$ cat config.mk
export PLATFORM = sky130hd
export DESIGN_NAME = msk_and_ghpc_arb
export DESIGN_NICKNAME = d
export VERILOG_FILES = /design/src/rtl/msk_and_ghpc_arb.sv
export SDC_FILE = /design/constraint.sdc
export NUM_CORES = 1
export LEC_CHECK = 0
export ABC_AREA = 1
export BUFFER_PORTS_ARGS = -buffer_cell sky130_fd_sc_hd__buf_4
export CAP_MARGIN = 25
export CORE_ASPECT_RATIO = 0.7
export CORE_MARGIN = 1
export CORE_UTILIZATION = 51
export CTS_CLUSTER_SIZE = 24
export DETAILED_ROUTE_END_ITERATION = 10
export PLACE_DENSITY_LB_ADDON = 0.2
export RECOVER_POWER = 25
export SYNTH_ARGS = -nofsm -noshare
export SYNTH_HDL_FRONTEND = slang
export SYNTH_SLANG_ARGS = --single-unit
$ cat constraint.sdc
create_clock -name clk -period 7.7 [get_ports clk]
set_input_delay 1.155 -clock clk [delete_from_list [all_inputs] [get_ports clk]]
set_output_delay 1.155 -clock clk [all_outputs]
set_load 0.1 [all_outputs]
$ cat src/rtl/msk_and_ghpc_arb.sv
// ---------------------------------------------------------------------------
// msk_and_ghpc_arb
//   Two requesters share one 2-share masked AND gadget (GHPC-style, one fresh
//   random bit per operation, two register stages). Requests are arbitrated
//   round-robin. Results are queued in order in a small FIFO tagged with the
//   requester index.
//
// Ports
//   clk, rst_n          clock, async active-low reset
//   req_valid[1:0]      request strobe per requester
//   req_ready[1:0]      grant / accept per requester (one-hot or zero)
//   req_ina/req_inb     2-share operands, [2i+1:2i] belongs to requester i
//   rnd_valid, rnd      fresh random bit
//   rnd_ready           random bit consumed (accept strobe)
//   res_valid/res_ready result FIFO handshake
//   res_out[1:0]        2-share AND result of the head entry
//   res_id              requester index of the head entry
//   busy                operation in flight or FIFO non-empty
// ---------------------------------------------------------------------------
module msk_and_ghpc_arb #(
    parameter int DEPTH = 5
) (
    input  logic       clk,
    input  logic       rst_n,
    input  logic [1:0] req_valid,
    output logic [1:0] req_ready,
    input  logic [3:0] req_ina,
    input  logic [3:0] req_inb,
    input  logic       rnd_valid,
    input  logic       rnd,
    output logic       rnd_ready,
    output logic       res_valid,
    input  logic       res_ready,
    output logic [1:0] res_out,
    output logic       res_id,
    output logic       busy
);

    generate
        if (DEPTH < 4 || DEPTH > 8) begin : g_bad_depth
            $error("msk_and_ghpc_arb: DEPTH must be in 4..8");
        end
    endgenerate

    localparam int PW = $clog2(DEPTH);
    localparam int CW = $clog2(DEPTH + 1);

    // pipeline valids: v0 = operand regs, v1 = gadget stage 1, v2 = gadget stage 2
    logic          v0, v1, v2;
    logic          id0, id1, id2;
    logic          pri;            // requester favoured on contention
    logic [CW-1:0] fifo_count;
    logic [PW-1:0] wptr, rptr;

    logic [3:0]    occ;
    logic          space;
    logic [1:0]    grant;
    logic          accept;
    logic          accept_id;
    logic          push, pop;

    // share-separated operand registers
    logic          op_a0, op_a1, op_b0, op_b1, op_r;
    // gadget stage 1 and stage 2 registers
    logic          t00, t01, t10, t11;
    logic          c0, c1;

    logic [1:0]    mem_d  [DEPTH];
    logic          mem_id [DEPTH];

    // Room is reserved for every in-flight operation so the FIFO can never
    // overflow; a same-cycle pop is deliberately not credited.
    always_comb begin
        occ   = 4'(fifo_count) + {3'b000, v0} + {3'b000, v1} + {3'b000, v2};
        space = (occ + 4'd1) <= 4'(DEPTH);
        grant = 2'b00;
        if (rst_n && rnd_valid && space) begin
            if (req_valid == 2'b11) begin
                grant = pri ? 2'b10 : 2'b01;
            end else begin
                grant = req_valid;
            end
        end
    end

    assign req_ready = grant;
    assign accept    = |grant;
    assign accept_id = grant[1];
    assign rnd_ready = accept;

    assign push      = v2;
    assign res_valid = (fifo_count != '0);
    assign pop       = res_valid & res_ready;
    assign busy      = v0 | v1 | v2 | res_valid;

    // gated so the outputs read zero while the FIFO is empty (and in reset)
    assign res_out   = res_valid ? mem_d[rptr]  : 2'b00;
    assign res_id    = res_valid ? mem_id[rptr] : 1'b0;

    // control state
    always_ff @(posedge clk or negedge rst_n) begin
        if (!rst_n) begin
            v0         <= 1'b0;
            v1         <= 1'b0;
            v2         <= 1'b0;
            pri        <= 1'b0;
            fifo_count <= '0;
            wptr       <= '0;
            rptr       <= '0;
        end else begin
            v0 <= accept;
            v1 <= v0;
            v2 <= v1;
            if (accept) begin
                pri <= ~accept_id;
            end
            if (push) begin
                wptr <= (wptr == PW'(DEPTH - 1)) ? '0 : wptr + 1'b1;
            end
            if (pop) begin
                rptr <= (rptr == PW'(DEPTH - 1)) ? '0 : rptr + 1'b1;
            end
            case ({push, pop})
                2'b10:   fifo_count <= fifo_count + 1'b1;
                2'b01:   fifo_count <= fifo_count - 1'b1;
                default: fifo_count <= fifo_count;
            endcase
        end
    end

    // datapath: no reset needed, validity is carried by v0..v2 and fifo_count
    always_ff @(posedge clk) begin
        if (accept) begin
            op_a0 <= accept_id ? req_ina[2] : req_ina[0];
            op_a1 <= accept_id ? req_ina[3] : req_ina[1];
            op_b0 <= accept_id ? req_inb[2] : req_inb[0];
            op_b1 <= accept_id ? req_inb[3] : req_inb[1];
            op_r  <= rnd;
        end
        id0 <= accept_id;
        id1 <= id0;
        id2 <= id1;

        // cross products are refreshed by r before being combined with the
        // same-index product, so no register ever holds both shares of a value
        t00 <= op_a0 & op_b0;
        t01 <= (op_a0 & op_b1) ^ op_r;
        t10 <= (op_a1 & op_b0) ^ op_r;
        t11 <= op_a1 & op_b1;
        c0  <= t00 ^ t01;
        c1  <= t11 ^ t10;

        if (push) begin
            mem_d[wptr]  <= {c1, c0};
            mem_id[wptr] <= id2;
        end
    end

endmodule

Yosys cells after proc, flatten, opt, wreduce, memory -nomap -nowiden
Memory sizes are Yosys's and may differ from the RTL's.
Index checks and enable logic that the tools add are counted.
{"block": "totals", "regBits": 27, "mem_bits_rw": 15, "output_inout_bits": 8, "mem_count": 2}
{"memory": "mem_d", "words": 5, "width": 2, "read_ports": 1, "rd_ports_with_merged_regs": 0, "write_ports": 1, "line_no": "68", "text": "logic [1:0] mem_d [DEPTH];"}
{"memory": "mem_id", "words": 5, "width": 1, "read_ports": 1, "rd_ports_with_merged_regs": 0, "write_ports": 1, "line_no": "69", "text": "logic mem_id [DEPTH];"}
{"block": "op_classes", "n_addsub": 8, "n_lt_le_gt_ge": 1, "n_eq_ne": 5, "n_mux": 14, "bitwise": 13, "n_reduce_logical": 5}
{"cell": "$add A3 B1 Y3 const B", "n": 3}
{"cell": "$add A4 B1 Y4", "n": 2}
{"cell": "$mux W2", "n": 4}
{"cell": "$mux W1", "n": 7}
{"cell": "$eq A3 B3 Y1 const B", "n": 2}
{"cell": "$mux W3", "n": 2}
{"cell": "$pmux W3 S2", "n": 1}
{"cell": "$and A1 B1 Y1", "n": 5}
{"cell": "$add A3 B1 Y4", "n": 1}
{"cell": "$add A4 B1 Y4 const B", "n": 1}
{"cell": "$eq A2 B2 Y1 const B", "n": 2}
{"cell": "$le A4 B3 Y1 const B", "n": 1}
{"cell": "$xor A1 B1 Y1", "n": 4}
{"cell": "$or A1 B1 Y1", "n": 3}
{"cell": "$reduce_bool A3 Y1", "n": 1}
{"cell": "$sub A3 B1 Y3 const B", "n": 1}
{"cell": "$eq A2 B1 Y1 const B", "n": 1}
{"cell": "$logic_and A1 B1 Y1", "n": 2}
{"cell": "$reduce_bool A2 Y1", "n": 1}
{"cell": "$reduce_or A2 Y1", "n": 1}
{"cell": "$not A1 Y1", "n": 1}

Depth between registers and ports, before layout
{"block": "logic_depth", "depth_word": 8, "depth_mapped": 12, "ltp_nobuf": 12}

Least setup slack after synthesis
No wires, ideal clock.
{"block": "synth_path", "kind": "flip-flop to output port", "start": "reg fifo_count[0]", "end": "out rnd_ready", "arrival_ns": 2.708, "path_slack_ns": 3.837, "stages_incl_launch_ff": 11, "path_buffers": 0, "path_cell_list": "dfrtp_1 > inv_1 > ha_1 > inv_1 > fa_1 > fa_1 > inv_1 > nand2_1 > nand3_2 > nand3b_1 > nand2_1"}
{"block": "synth_via", "elab_chain_len": 8}
{"item": "start, declared", "line_no": "52", "text": "logic [CW-1:0] fifo_count;"}
{"item": "start signal, assigned", "line_no": "124", "text": "2'b10: fifo_count <= fifo_count + 1'b1;"}
{"item": "start signal, assigned", "line_no": "125", "text": "2'b01: fifo_count <= fifo_count - 1'b1;"}
{"item": "start signal, assigned", "line_no": "126", "text": "default: fifo_count <= fifo_count;"}
{"item": "$add A3 B1 Y4", "line_no": "74", "text": "occ = 4'(fifo_count) + {3'b000, v0} + {3'b000, v1} + {3'b000, v2};"}
{"item": "$add A4 B1 Y4 (2 in series)", "line_no": "74"}
{"item": "$add A4 B1 Y4", "line_no": "75", "text": "space = (occ + 4'd1) <= 4'(DEPTH);"}
{"item": "$le A4 B3 Y1", "line_no": "75"}
{"item": "$logic_and A1 B1 Y1", "line_no": "77", "text": "if (rst_n && rnd_valid && space) begin"}
{"item": "$mux W2", "line_no": "77"}
{"item": "$reduce_or A2 Y1", "line_no": "87", "text": "assign accept = |grant;"}
{"item": "end, declared", "line_no": "31", "text": "output logic rnd_ready,"}
No other way between the ends.

Worst setup path in the final report
Same ends and word-level chain as after synthesis.

==> flow_results.org <==
** Die
- Die extent in x :: 74.44 um
- The initial utilization of the core area, before any placement, comes to 53.31%.
- Die outline height :: 52.71 um
- Area inside the core boundary :: 0.003513 mm2
- Ports placed on the boundary :: 23
- The die covers 0.003923 mm2.
- After floorplanning, the core was divided into 18 placement rows.

** Logic synthesis
- Post-synthesis share of cell area spent on full adders, half adders and majority gates :: 7.882%
- The synthesized design contains 42 register bits.
- Of the post-synthesis cell area, the part taken by muxes is 0%.
- A synthesized cell averages 9.963 um2.
- Summing the areas of all xor and xnor instances in the mapped netlist gives 2.806% of the synthesized area.
- The number of different library cells used by synthesis comes to 22.
- Summing the areas of all and, or, nand and nor instances in the mapped netlist gives 18.44% of the synthesized area.
- Largest family of logic cells by synthesized area :: simple AND/OR/NAND/NOR gates
- Gate count after technology mapping :: 188
- The number of nets in the synthesized netlist is 213.
- Synthesis Warnings :: 0
- Sequential elements use 59.05% of the synthesized area.
- Mapped Area :: 0.001873 mm2
- Post-synthesis compound-gate area fraction :: 5.745%

** Placed design
- Once detailed placement completed, the half-perimeter wirelength came to 2298 um.
- Count of buffers inserted at the top-level ports :: 22
- Pre-CTS worst setup slack :: 3.873 ns
- Dpl cells :: 258
- Routability-driven placement finished with a final weighted congestion of 0.7921.

** Critical path
- In this run the critical register-to-register path is captured at op_b1.
- Flop2flop setup slack :: 5.06 ns
- Critical path data required time :: 6.55 ns
- The worst register-to-register path begins at fifo_count[0].
- Among cell families on the critical path, the largest total delay comes from adder cells.
- Depth of the worst register-to-register path :: 10
- Arrival time worst endpoint :: 2.96 ns
- Along the worst path, the maximum fanout reaches 7.
- The worst setup path is captured at an output pin.
- Walking the worst path, the cells encountered are inv_1 > ha_1 > inv_1 > fa_1 > fa_1 > inv_1 > nand2_1 > nand3_2 > nand3b_1 > nand2_1 > buf_4.
- Tracing the worst setup path back leads to its startpoint at fifo_count[0].
- Among all stages on the critical path, the largest delay is contributed by sky130_fd_sc_hd__dfrtp_1.
- Startpoint class of the critical path :: flop
- The worst setup path is of the flop to output pin kind.
- CP peak stage delay :: 0.44 ns
- By instance count, the cell type seen most on the critical path is sky130_fd_sc_hd__inv_1.
- Counting both buffers and inverters, the worst setup path holds a total of 4.

** Timing
- Setup-failing EPs final :: 0
- Peak clock frequency supported by timing :: 242.8 MHz
- Number of failing hold endpoints at the final stage :: 0
- Post-route setup slack :: 3.581 ns
- Normalized max-slew margin :: 70.58%
- The final critical path takes up 53.50% of the cycle.
- In the final timing run, aggregate negative setup slack is 0 ns.
- The number of slew-limit violations in the final report is 0.
- Clock skew on the completed layout was measured at 0.005513 ns.
- At the pin with the least slew margin, the transition time is 0.4379 ns.
- RSZ-0062 raised after global routing :: no
- Post-route minimum period :: 4.119 ns
- Hold slack final :: 0.3336 ns

** Global route
- For this run, the total global-route usage over all layers was measured as 18.25%.
- The number of antenna violations at the first check in global routing came to 0.
- Met2 demand-to-capacity share in global routing :: 30.33%
- In the global route stage, met1 resource usage came out at 21.91%.
- After global routing, the most crowded layer is met2.
- Entering global routing, the biggest net connects 15 pins.
- Global routing used 5.385% of the available met3 tracks.
- Global-route wire length before repair :: 5016 um
- Number of global-route vias before repair :: 1170
- Summed over all layers, the global routing overflow is 0.

** Final layout
- The number of antenna diodes in the final layout is 0.
- Relative area change from synthesis to final layout :: 17.57%
- Excluding fillers, the count of instances in the completed layout stands at 266.
- In the layout the commonest cells are sky130_fd_sc_hd__nand2_1 (39), sky130_fd_sc_hd__inv_1 (28), sky130_fd_sc_hd__nor2_1 (26), sky130_fd_sc_hd__buf_4 (22), sky130_fd_sc_hd__edfxtp_1 (20).
- The post-route netlist has 15.74% of its cells at a drive strength greater than 1.
- Filler Cells Inserted :: 297
- Most common cell after layout, fill and taps aside :: sky130_fd_sc_hd__nand2_1
- Total Nets Final :: 240

** Clock tree
- TritonCTS built the clock tree.
- Worst skew pair latency :: 0.28 ns
- Clock tree synthesis found a total of 42 sinks.
- Hold-fix buffer count after cts :: 0
- Number of buffers created by CTS :: 5
- Maximum level of the CTS H-tree :: 2
- Resized Gates After CTS :: 0
- No sink is reached through more buffers than the 2 on the longest clock path.
- Number of setup buffers added after CTS :: 0
- Clock-pin slew was measured on the worst setup and hold paths at 0.08 ns.
- Clock root buffer :: sky130_fd_sc_hd__clkbuf_8

** Route
- Post-Route WL :: 2941 um
- Violation count after the first detailed-route iteration :: 65
- Antenna viol nets, final :: 0
- After detailed routing, the average wire length per cell comes to 11.06 um.
- Using the TritonRoute via totals, the vias-per-cell ratio works out to 4.801.
- Count of unresolved DRC violations after routing :: 0
- Total iterations of the first detailed-routing run :: 4
- Vias :: 1277

** Min path
- The worst hold path passes through 0 cells.
- Startpoint of the worst hold path :: id0
- Hold crit path type :: flop to flop
- Hold Path Sink :: id1

** Run
- Across the run, the number of max-cap violations was 0.

** Outcome
- The run finished with clean final reports.
[cell families (layout without fill, tap and decap cells)]
family | after synthesis | after routing
AND/OR/NAND/NOR | 79 | 79
flip-flops | 42 | 42
buffers and inverters | 30 | 58
AO/OA/AOI/OAI | 21 | 21
adder cells (fa/ha/maj) | 10 | 10
XOR/XNOR | 6 | 6
[layer usage]
| layer | vias up | routed length (um) |
|---|---|---|
| met5 | - | 0 |
| met4 | 0 | 33 |
| met3 | 4 | 140 |
| met2 | 33 | 1435 |
| met1 | 589 | 1332 |
| li1 | 651 | - |
[Yosys cell counts]
| cell | instances | area, um2 |
|---|---|---|
| sky130_fd_sc_hd__nand3_1 | 5 | 25.02 |
| sky130_fd_sc_hd__nor3_4 | 1 | 16.27 |
| sky130_fd_sc_hd__fa_1 | 3 | 60.06 |
| sky130_fd_sc_hd__dfrtp_1 | 13 | 325.3 |
| sky130_fd_sc_hd__nand3b_1 | 1 | 7.510 |
| sky130_fd_sc_hd__buf_2 | 1 | 5.000 |
| sky130_fd_sc_hd__ha_1 | 7 | 87.58 |
| sky130_fd_sc_hd__xnor2_1 | 1 | 8.760 |
| sky130_fd_sc_hd__clkbuf_1 | 1 | 3.750 |
| sky130_fd_sc_hd__a21oi_1 | 7 | 35.03 |
| sky130_fd_sc_hd__nor2_1 | 26 | 97.59 |
| sky130_fd_sc_hd__inv_1 | 28 | 105.1 |
| sky130_fd_sc_hd__nor2_2 | 1 | 6.260 |
| sky130_fd_sc_hd__xor2_1 | 5 | 43.79 |
| sky130_fd_sc_hd__nand2_1 | 39 | 146.4 |
| sky130_fd_sc_hd__edfxtp_1 | 20 | 600.6 |
| sky130_fd_sc_hd__nor2_4 | 1 | 11.26 |
| sky130_fd_sc_hd__o21ai_0 | 13 | 65.06 |
| sky130_fd_sc_hd__o21a_1 | 1 | 7.510 |
| sky130_fd_sc_hd__nor3_1 | 3 | 15.01 |
| sky130_fd_sc_hd__nand3_2 | 2 | 20.02 |
| sky130_fd_sc_hd__dfxtp_1 | 9 | 180.2 |
[metrics by stage]
| stage | instance area (um2) | utilization, % |
|---|---|---|
| finish | 2202 | 62.68 |
| global route | 2202 | 62.68 |
| CTS | 2202 | 62.68 |
| detailed placement | 2092 | 59.54 |
| global placement | 2092 | 59.54 |
| floorplan | 1873 | - |
[cell type report]
type	count	area [um2]	area share, %
Sequential cell	42	1106	50.23
Tap cell	50	62.56	2.841
Clock inverter	2	37.54	1.705
Timing Repair Buffer	22	165.2	7.500
Inverter	28	105.1	4.773
Clock buffer	6	72.57	3.295
Multi-Input combinational cell	116	653.1	29.66
[worst max path at each step]
stage	endpoint	slack, ns	cells past startpoint
6_report	rnd_ready	3.58	11
5_1_grt	rnd_ready	3.42	11
4_1_cts	rnd_ready	3.55	11
3_5_place_dp	rnd_ready	3.87	11
3_3_place_gp	rnd_ready	4.00	11
2_1_floorplan	rnd_ready	3.84	10
[flip-flops by register name, indices dropped and copies added, names as in the netlist, 3 cells and up]
| name | count |
|---|---|
| mem_d | 10 |
| mem_id | 5 |
| fifo_count | 3 |
| rptr | 3 |
| wptr | 3 |
[worst reg2reg max path, delay by kind of cell (launching register included)]
| kind | cells | cell delay (ns) |
|---|---|---|
| simple gates | 4 | 0.59 |
| flops | 1 | 0.44 |
| buf+inv | 3 | 0.22 |
| fa+ha+maj | 3 | 1.09 |
Power is left out: the tool's default activity adds up to more than one toggle a clock period on the data nets, which glitch-free logic cannot reach.
